File: config.mk
export PLATFORM = sky130hd
export DESIGN_NAME = instr_mem_loadable_flat
export DESIGN_NICKNAME = d
export VERILOG_FILES = /design/src/rtl/instr_mem_loadable_pkg.sv /design/src/rtl/instr_mem_loadable_if.sv /design/src/rtl/instr_mem_loadable_ram.sv /design/src/rtl/instr_mem_loadable.sv /design/src/flat_wrapper.sv
export SDC_FILE = /design/constraint.sdc
export NUM_CORES = 2
export LEC_CHECK = 0
export ABC_AREA = 1
export CAP_MARGIN = 0
export CELL_PAD_IN_SITES_DETAIL_PLACEMENT = 1
export CELL_PAD_IN_SITES_GLOBAL_PLACEMENT = 1
export CORE_MARGIN = 2
export CORE_UTILIZATION = 47
export CTS_CLUSTER_SIZE = 28
export DETAILED_ROUTE_END_ITERATION = 10
export PLACE_DENSITY = 0.79
export SLEW_MARGIN = 15
export SYNTH_ARGS = -nofsm -noshare
export SYNTH_HDL_FRONTEND = slang
export SYNTH_SLANG_ARGS = --single-unit
File: constraint.sdc
create_clock -name clk -period 2.11 [get_ports clk]
set_input_delay 0.633 -clock clk [delete_from_list [all_inputs] [get_ports clk]]
set_output_delay 0.633 -clock clk [all_outputs]
set_load 0.01 [all_outputs]
File: src/rtl/instr_mem_loadable_pkg.sv
// Shared types and default sizes for the loadable instruction memory.
package instr_mem_pkg;

    // Controller states: waiting for a program, streaming one in, serving fetches.
    typedef enum logic [1:0] {
        IDLE = 2'd0,
        LOAD = 2'd1,
        RUN  = 2'd2
    } state_t;

    localparam int DEF_DATA_W = 8;
    localparam int DEF_ADDR_W = 8;
    localparam int DEF_DEPTH  = 256;

endpackage

File: src/rtl/instr_mem_loadable_if.sv
// Load and fetch bus of the instruction memory. The master side is the
// loader plus core fetch stage; the slave side is the memory itself.
interface instr_mem_loadable_if #(
    parameter int DATA_W = 8,
    parameter int ADDR_W = 8
);
    logic              load_start;
    logic              load_valid;
    logic              load_last;
    logic [DATA_W-1:0] load_data;
    logic              load_ready;
    logic              load_done;
    logic              fetch_req;
    logic [ADDR_W-1:0] fetch_addr;
    logic              fetch_valid;
    logic [DATA_W-1:0] fetch_data;
    logic              fetch_err;
    logic [ADDR_W:0]   prog_len;
    logic              busy;

    modport master (
        output load_start, load_valid, load_last, load_data, fetch_req, fetch_addr,
        input  load_ready, load_done, fetch_valid, fetch_data, fetch_err, prog_len, busy
    );

    modport slave (
        input  load_start, load_valid, load_last, load_data, fetch_req, fetch_addr,
        output load_ready, load_done, fetch_valid, fetch_data, fetch_err, prog_len, busy
    );
endinterface

File: src/rtl/instr_mem_loadable_ram.sv
// Simple dual-port RAM: one synchronous write port, one registered read port.
// Contents are deliberately not reset; a read in the same cycle as a write to
// the same address returns the word stored before the write.
module imem_ram_1r1w #(
    parameter int DATA_W = 8,
    parameter int DEPTH  = 256,
    parameter int AW     = $clog2(DEPTH)
) (
    input  logic              clk,
    input  logic              wr_en,
    input  logic [AW-1:0]     wr_addr,
    input  logic [DATA_W-1:0] wr_data,
    input  logic [AW-1:0]     rd_addr,
    output logic [DATA_W-1:0] rd_data
);
    logic [DATA_W-1:0] mem [DEPTH];

    // Write port.
    always_ff @(posedge clk) begin
        if (wr_en) begin
            mem[wr_addr] <= wr_data;
        end
    end

    // Registered read port, read-before-write on address collision.
    always_ff @(posedge clk) begin
        rd_data <= mem[rd_addr];
    end
endmodule

File: src/rtl/instr_mem_loadable.sv
// Loadable instruction memory: streamed program load under a small FSM,
// program-length tracking, and a one-cycle-latency fetch port that flags
// requests outside the loaded program.
module instr_mem_loadable
    import instr_mem_pkg::*;
#(
    parameter int DATA_W = DEF_DATA_W,
    parameter int ADDR_W = DEF_ADDR_W,
    parameter int DEPTH  = DEF_DEPTH
) (
    input  logic                 clk,
    input  logic                 reset_n,
    instr_mem_loadable_if.slave  bus
);
    localparam int RAM_AW = $clog2(DEPTH);
    localparam logic [ADDR_W:0] LAST_PTR = (ADDR_W + 1)'(DEPTH - 1);

    state_t            state_reg, state_next;
    logic [ADDR_W:0]   wptr_reg, wptr_next;
    logic [ADDR_W:0]   prog_len_reg, prog_len_next;
    logic              load_done_reg, load_done_next;
    logic              fetch_valid_reg;
    logic              fetch_err_reg;
    logic              fetch_ok_reg;
    logic              fetch_ok;
    logic              wr_en;
    logic [DATA_W-1:0] ram_rdata;

    // Controller state, write pointer, program length and done pulse.
    always_ff @(posedge clk or negedge reset_n) begin
        if (!reset_n) begin
            state_reg     <= IDLE;
            wptr_reg      <= '0;
            prog_len_reg  <= '0;
            load_done_reg <= 1'b0;
        end else begin
            state_reg     <= state_next;
            wptr_reg      <= wptr_next;
            prog_len_reg  <= prog_len_next;
            load_done_reg <= load_done_next;
        end
    end

    // Next-state logic. A start in any state (re)enters LOAD with an empty
    // program; a start in LOAD wins over a word offered in the same cycle.
    // The load closes on the flagged last word or when the RAM is full.
    always_comb begin
        state_next     = state_reg;
        wptr_next      = wptr_reg;
        prog_len_next  = prog_len_reg;
        load_done_next = 1'b0;
        wr_en          = 1'b0;
        case (state_reg)
            IDLE: begin
                if (bus.load_start) begin
                    state_next    = LOAD;
                    wptr_next     = '0;
                    prog_len_next = '0;
                end
            end
            LOAD: begin
                if (bus.load_start) begin
                    wptr_next     = '0;
                    prog_len_next = '0;
                end else if (bus.load_valid) begin
                    wr_en     = 1'b1;
                    wptr_next = wptr_reg + 1'b1;
                    if (bus.load_last || (wptr_reg == LAST_PTR)) begin
                        prog_len_next  = wptr_reg + 1'b1;
                        load_done_next = 1'b1;
                        state_next     = RUN;
                    end
                end
            end
            RUN: begin
                if (bus.load_start) begin
                    state_next    = LOAD;
                    wptr_next     = '0;
                    prog_len_next = '0;
                end
            end
            default: begin
                state_next = IDLE;
            end
        endcase
    end

    // A fetch is served only in RUN and inside the loaded program; since
    // prog_len never exceeds DEPTH this also keeps the RAM index in range.
    always_comb begin
        fetch_ok = bus.fetch_req && (state_reg == RUN) &&
                   ({1'b0, bus.fetch_addr} < prog_len_reg);
    end

    // Fetch result flags, aligned with the registered RAM read.
    always_ff @(posedge clk or negedge reset_n) begin
        if (!reset_n) begin
            fetch_valid_reg <= 1'b0;
            fetch_err_reg   <= 1'b0;
            fetch_ok_reg    <= 1'b0;
        end else begin
            fetch_valid_reg <= bus.fetch_req;
            fetch_err_reg   <= bus.fetch_req && !fetch_ok;
            fetch_ok_reg    <= fetch_ok;
        end
    end

    imem_ram_1r1w #(
        .DATA_W (DATA_W),
        .DEPTH  (DEPTH),
        .AW     (RAM_AW)
    ) u_ram (
        .clk     (clk),
        .wr_en   (wr_en),
        .wr_addr (wptr_reg[RAM_AW-1:0]),
        .wr_data (bus.load_data),
        .rd_addr (bus.fetch_addr[RAM_AW-1:0]),
        .rd_data (ram_rdata)
    );

    // Data is forced to zero unless the request was served, so errors,
    // idle cycles and reset never expose raw RAM contents.
    assign bus.fetch_data  = fetch_ok_reg ? ram_rdata : '0;
    assign bus.fetch_valid = fetch_valid_reg;
    assign bus.fetch_err   = fetch_err_reg;
    assign bus.load_ready  = (state_reg == LOAD);
    assign bus.busy        = (state_reg == LOAD);
    assign bus.load_done   = load_done_reg;
    assign bus.prog_len    = prog_len_reg;
endmodule

File: src/flat_wrapper.sv
// flat-port wrapper written by rule: the top's interface ports become plain ports
module instr_mem_loadable_flat import instr_mem_pkg::*;
#(
    parameter int DATA_W = DEF_DATA_W,
    parameter int ADDR_W = DEF_ADDR_W,
    parameter int DEPTH  = DEF_DEPTH
)
  (clk, reset_n, bus_load_start, bus_load_valid, bus_load_last, bus_load_data, bus_fetch_req, bus_fetch_addr, bus_load_ready, bus_load_done, bus_fetch_valid, bus_fetch_data, bus_fetch_err, bus_prog_len, bus_busy);
  instr_mem_loadable_if #(.DATA_W(DATA_W), .ADDR_W(ADDR_W)) bus_i ();
  input  logic clk;
  input  logic reset_n;
  input wire logic [$bits(bus_i.load_start)-1:0] bus_load_start;
  input wire logic [$bits(bus_i.load_valid)-1:0] bus_load_valid;
  input wire logic [$bits(bus_i.load_last)-1:0] bus_load_last;
  input wire logic [$bits(bus_i.load_data)-1:0] bus_load_data;
  input wire logic [$bits(bus_i.fetch_req)-1:0] bus_fetch_req;
  input wire logic [$bits(bus_i.fetch_addr)-1:0] bus_fetch_addr;
  output wire logic [$bits(bus_i.load_ready)-1:0] bus_load_ready;
  output wire logic [$bits(bus_i.load_done)-1:0] bus_load_done;
  output wire logic [$bits(bus_i.fetch_valid)-1:0] bus_fetch_valid;
  output wire logic [$bits(bus_i.fetch_data)-1:0] bus_fetch_data;
  output wire logic [$bits(bus_i.fetch_err)-1:0] bus_fetch_err;
  output wire logic [$bits(bus_i.prog_len)-1:0] bus_prog_len;
  output wire logic [$bits(bus_i.busy)-1:0] bus_busy;
  assign bus_i.load_start = bus_load_start;
  assign bus_i.load_valid = bus_load_valid;
  assign bus_i.load_last = bus_load_last;
  assign bus_i.load_data = bus_load_data;
  assign bus_i.fetch_req = bus_fetch_req;
  assign bus_i.fetch_addr = bus_fetch_addr;
  assign bus_load_ready = bus_i.load_ready;
  assign bus_load_done = bus_i.load_done;
  assign bus_fetch_valid = bus_i.fetch_valid;
  assign bus_fetch_data = bus_i.fetch_data;
  assign bus_fetch_err = bus_i.fetch_err;
  assign bus_prog_len = bus_i.prog_len;
  assign bus_busy = bus_i.busy;
  instr_mem_loadable #(.DATA_W(DATA_W), .ADDR_W(ADDR_W), .DEPTH(DEPTH)) u_core (.clk(clk), .reset_n(reset_n), .bus(bus_i));
endmodule
==> impl_metrics.py <==
metrics = {
    "pwr": {
        "p_seq_frac": 0.511,
        "p_clk_frac": 0.411,
        "peakVddDrop_v": 0.00108,
        "p_int_mw": 68.1,
        "swShare": 0.236,
        "power.leakage_nw": 36.4,
        "power.total_mw": 89.1,
        "p_sw_mw": 21.0,
        "p_comb_frac": 0.078,
        "power_density_nw_per_um2": 884,
    },
    "worst_hold_path": {
        "worst_hold_path_type": "input port to register",
    },
    "die": {
        "ioPinCount": 44,
        "dieArea_sq_um": 183000,
        "chipHeight_um": 428,
        "fp-row-count": 155,
        "initial_core_util": 0.473,
        "coreArea_sq_um": 179000,
        "die_w_um": 428,
    },
    "routing": {
        "drt_wl_total_um": 298000,
        "wl_per_cell_um": 29.3,
        "drt_first_pass_iters": 8,
        "drcViolationCount": 0,
        "via_per_inst": 6.21,
        "vias": 63300,
        "drtAntennaViolNets": 0,
        "drt-initial-drc-count": 8461,
    },
    "clock_network": {
        "htree_levels": 4,
        "clkLatencyLatePin_ns": 0.86,
        "clock_sinks": 2080,
        "root_buffer": "clkbuf_16",
        "cts_tree": "built",
        "cts_hold_buf": 0,
        "cts_buffers": 203,
        "cts.path.max_buffers": 3,
        "cts.clk_slew.worst_paths_ns": 0.07,
    },
    "global_routing": {
        "grt_use_total": 0.317,
        "grt_pass1_wl_um": 432000,
        "grt_max_degree": 75,
        "grt-ovfl-total": 0,
        "antenna_found_initial": 14,
        "grt_pass1_vias": 66200,
    },
    "synth": {
        "yosys_warnings": 0,
        "synth-seq-area-share": 0.736,
        "synth_nets": 7177,
        "ys_ff_latch": 2080,
        "post_synth_num_cell_types": 25,
        "yosys.area.top_type_share": 0.727,
        "syn_area_sq_um": 84500,
        "netlist_instances": 7143,
        "synth.largest_area_cell": "edfxtp_1",
        "synth_area_per_cell_sq_um": 11.8,
        "synthTopCellsByArea": "edfxtp_1, nand3_1, nand2_1",
    },
    "worst_setup_path": {
        "critPathRequiredTime_ns": 1.48,
        "slowest_delay_ns": 0.48,
        "crit_path_end_kind": "output pin",
        "worstPathBufferInverterCount": 3,
        "crit_top_cell": "buf_6",
        "crit_family": "flip-flops",
        "start_kind": "register",
        "path_class": "register to output pin",
        "worstPathCellList": "buf_6 > nand2_2 > inv_2 > buf_6",
        "worst-endpoint-arrival_ns": 1.69,
        "cp_max_fo": 5,
        "critPathSlowestCell": "dfrtp_2",
    },
    "placed_design": {
        "place_area_sq_um": 93300,
        "dp_hpwl_um": 183000,
        "port_buffers": 43,
        "gp_congestion": 0.939,
    },
    "sta": {
        "slew_viol_final": 0,
        "finalSetupViolCount": 58,
        "finalWorstSetupSlack_ns": -0.214,
        "min_period_ns": 2.32,
        "max_freq_ghz": 0.430,
        "rsz0062_at_grt": "yes",
        "hold_viol": 0,
        "fin_crit_sh": 1.10,
        "clock_skew_ns": 0.0375,
        "worst-slew-pin-transition_ns": 0.660,
        "setup_tns_ns": -1.92,
        "slew_headroom": 0.560,
        "whs_ns": 0.150,
    },
    "finish": {
        "final_util": 0.564,
        "final_area_sq_um": 101000,
        "mostFrequentLayoutCells": "nand2_1, edfxtp_1, nand3_1, buf_4, clkbuf_16",
        "layout_commonest_cell": "nand2_1",
        "layout-drive-gt1-share": 0.155,
        "largest_register_ffs": 2048,
        "nNetsFinal": 7700,
        "area_growth_pct": 19.2,
    },
    "outcome": {
        "status": "finished, violations left",
        "violations": "negative setup slack",
    },
    "job": {
        "maxCapViolations": 0,
    },
}
[layer usage]
layer / global-route usage / part of all wire / up-vias
li1: - / - / 26400
met1: 0.397 / 0.36 / 32100
met5: 0 / 0.00029 / -
met4: 0.174 / 0.058 / 16
met3: 0.0567 / 0.093 / 924
met2: 0.524 / 0.49 / 3909
[power by group through the flow]
stage / logic [mW] / registers (mW) / clock network, mW
6_report: 6.96 / 45.5 / 36.6
5_1_grt: 7.26 / 45.5 / 38.1
4_1_cts: 6.69 / 45.5 / 36.6
3_5_place_dp: 6.51 / 46.4 / 0
3_3_place_gp: 6.22 / 46.4 / 0
2_1_floorplan: 2.84 / 46.3 / 0
[logic make-up after synthesis]
| group | Yosys count | synth area share |
|---|---|---|
| AO/OA/AOI/OAI | 30 | 0.00182 |
| adder cells (fa/ha/maj) | 12 | 0.00178 |
| buffers and inverters | 547 | 0.0305 |
| flip-flops | 2080 | 0.736 |
| AND/OR/NAND/NOR | 4474 | 0.229 |
[metrics by stage]
| step | std cells | setup WS (ns) |
|---|---|---|
| global route | 10200 | -0.252 |
| CTS | 10200 | -0.225 |
| detailed placement | 9791 | -1.14 |
| finish | 10200 | -0.214 |
| floorplan | 7143 | -0.226 |
| global placement | 9791 | -1.07 |
[worst paths after layout]
kind / start / end / slack, ns / cells past startpoint
setup / recovery: u_core.fetch_ok_reg$_DFF_PN0_ / bus_fetch_data[7] / -0.21 / 4
hold / removal: bus_load_data[3] / u_core.u_ram.mem[86][3]$_DFFE_PP_ / 0.15 / 1
setup reg to reg: u_core.wptr_reg[0]$_DFFE_PN0P_ / u_core.bus.prog_len[7]$_DFFE_PN0P_ / -0.04 / 15
hold reg to reg: u_core.wptr_reg[8]$_DFFE_PN0P_ / u_core.wptr_reg[8]$_DFFE_PN0P_ / 0.56 / 2
max in group asynchronous: reset_n / u_core.wptr_reg[7]$_DFFE_PN0P_ / 1.66 / 2
min in group asynchronous: reset_n / u_core.bus.prog_len[1]$_DFFE_PN0P_ / 0.17 / 2
[cell type report]
class / count / area, sq um
inverter: 59 / 273
timing repair buffer: 806 / 8520
tap: 2355 / 2950
antenna: 7 / 17.5
clock buffer: 258 / 5430
multi-input combinational: 4516 / 20200
fill: 17900 / 77900
sequential: 2080 / 62300
clock inverter: 106 / 1070
[cell usage after synthesis]
library cell  count
a21boi_0          1
a21oi_1           5
buf_1            36
buf_2           326
buf_4            16
buf_6             7
clkbuf_1        103
dfrtp_1          24
dfxtp_1           8
edfxtp_1       2048
ha_1             12
inv_1            55
inv_2             3
inv_6             1
nand2_1        2152
nand3_1        2032
nand3_2           2
nand4_1           4
nor2_1          270
nor2_2            2
nor2_4            2
nor3_1            8
nor4_1            2
o21ai_0          23
o22ai_1           1
[worst reg2reg max path, cell delays in order (launching register included)]
cell and delay [ns]:
dfrtp_1 0.40, ha_2 0.21, inv_2 0.06, nor2_2 0.04, nand2_1 0.09, nor2_1 0.06, inv_1 0.09, nor2_2 0.05
ha_1 0.19, nor2_1 0.11, inv_1 0.09, o21ai_2 0.19, inv_2 0.07, buf_4 0.15, nand2_1 0.11, o21ai_0 0.10
[what timing repair did]
action	in CTS	in global routing
buffers inserted	11	8
cloned	1	5
resized for setup	139	159
pin swaps	6	11
endpoints found under the setup margin	1736	1263
Power figures use the tool's default switching activity.
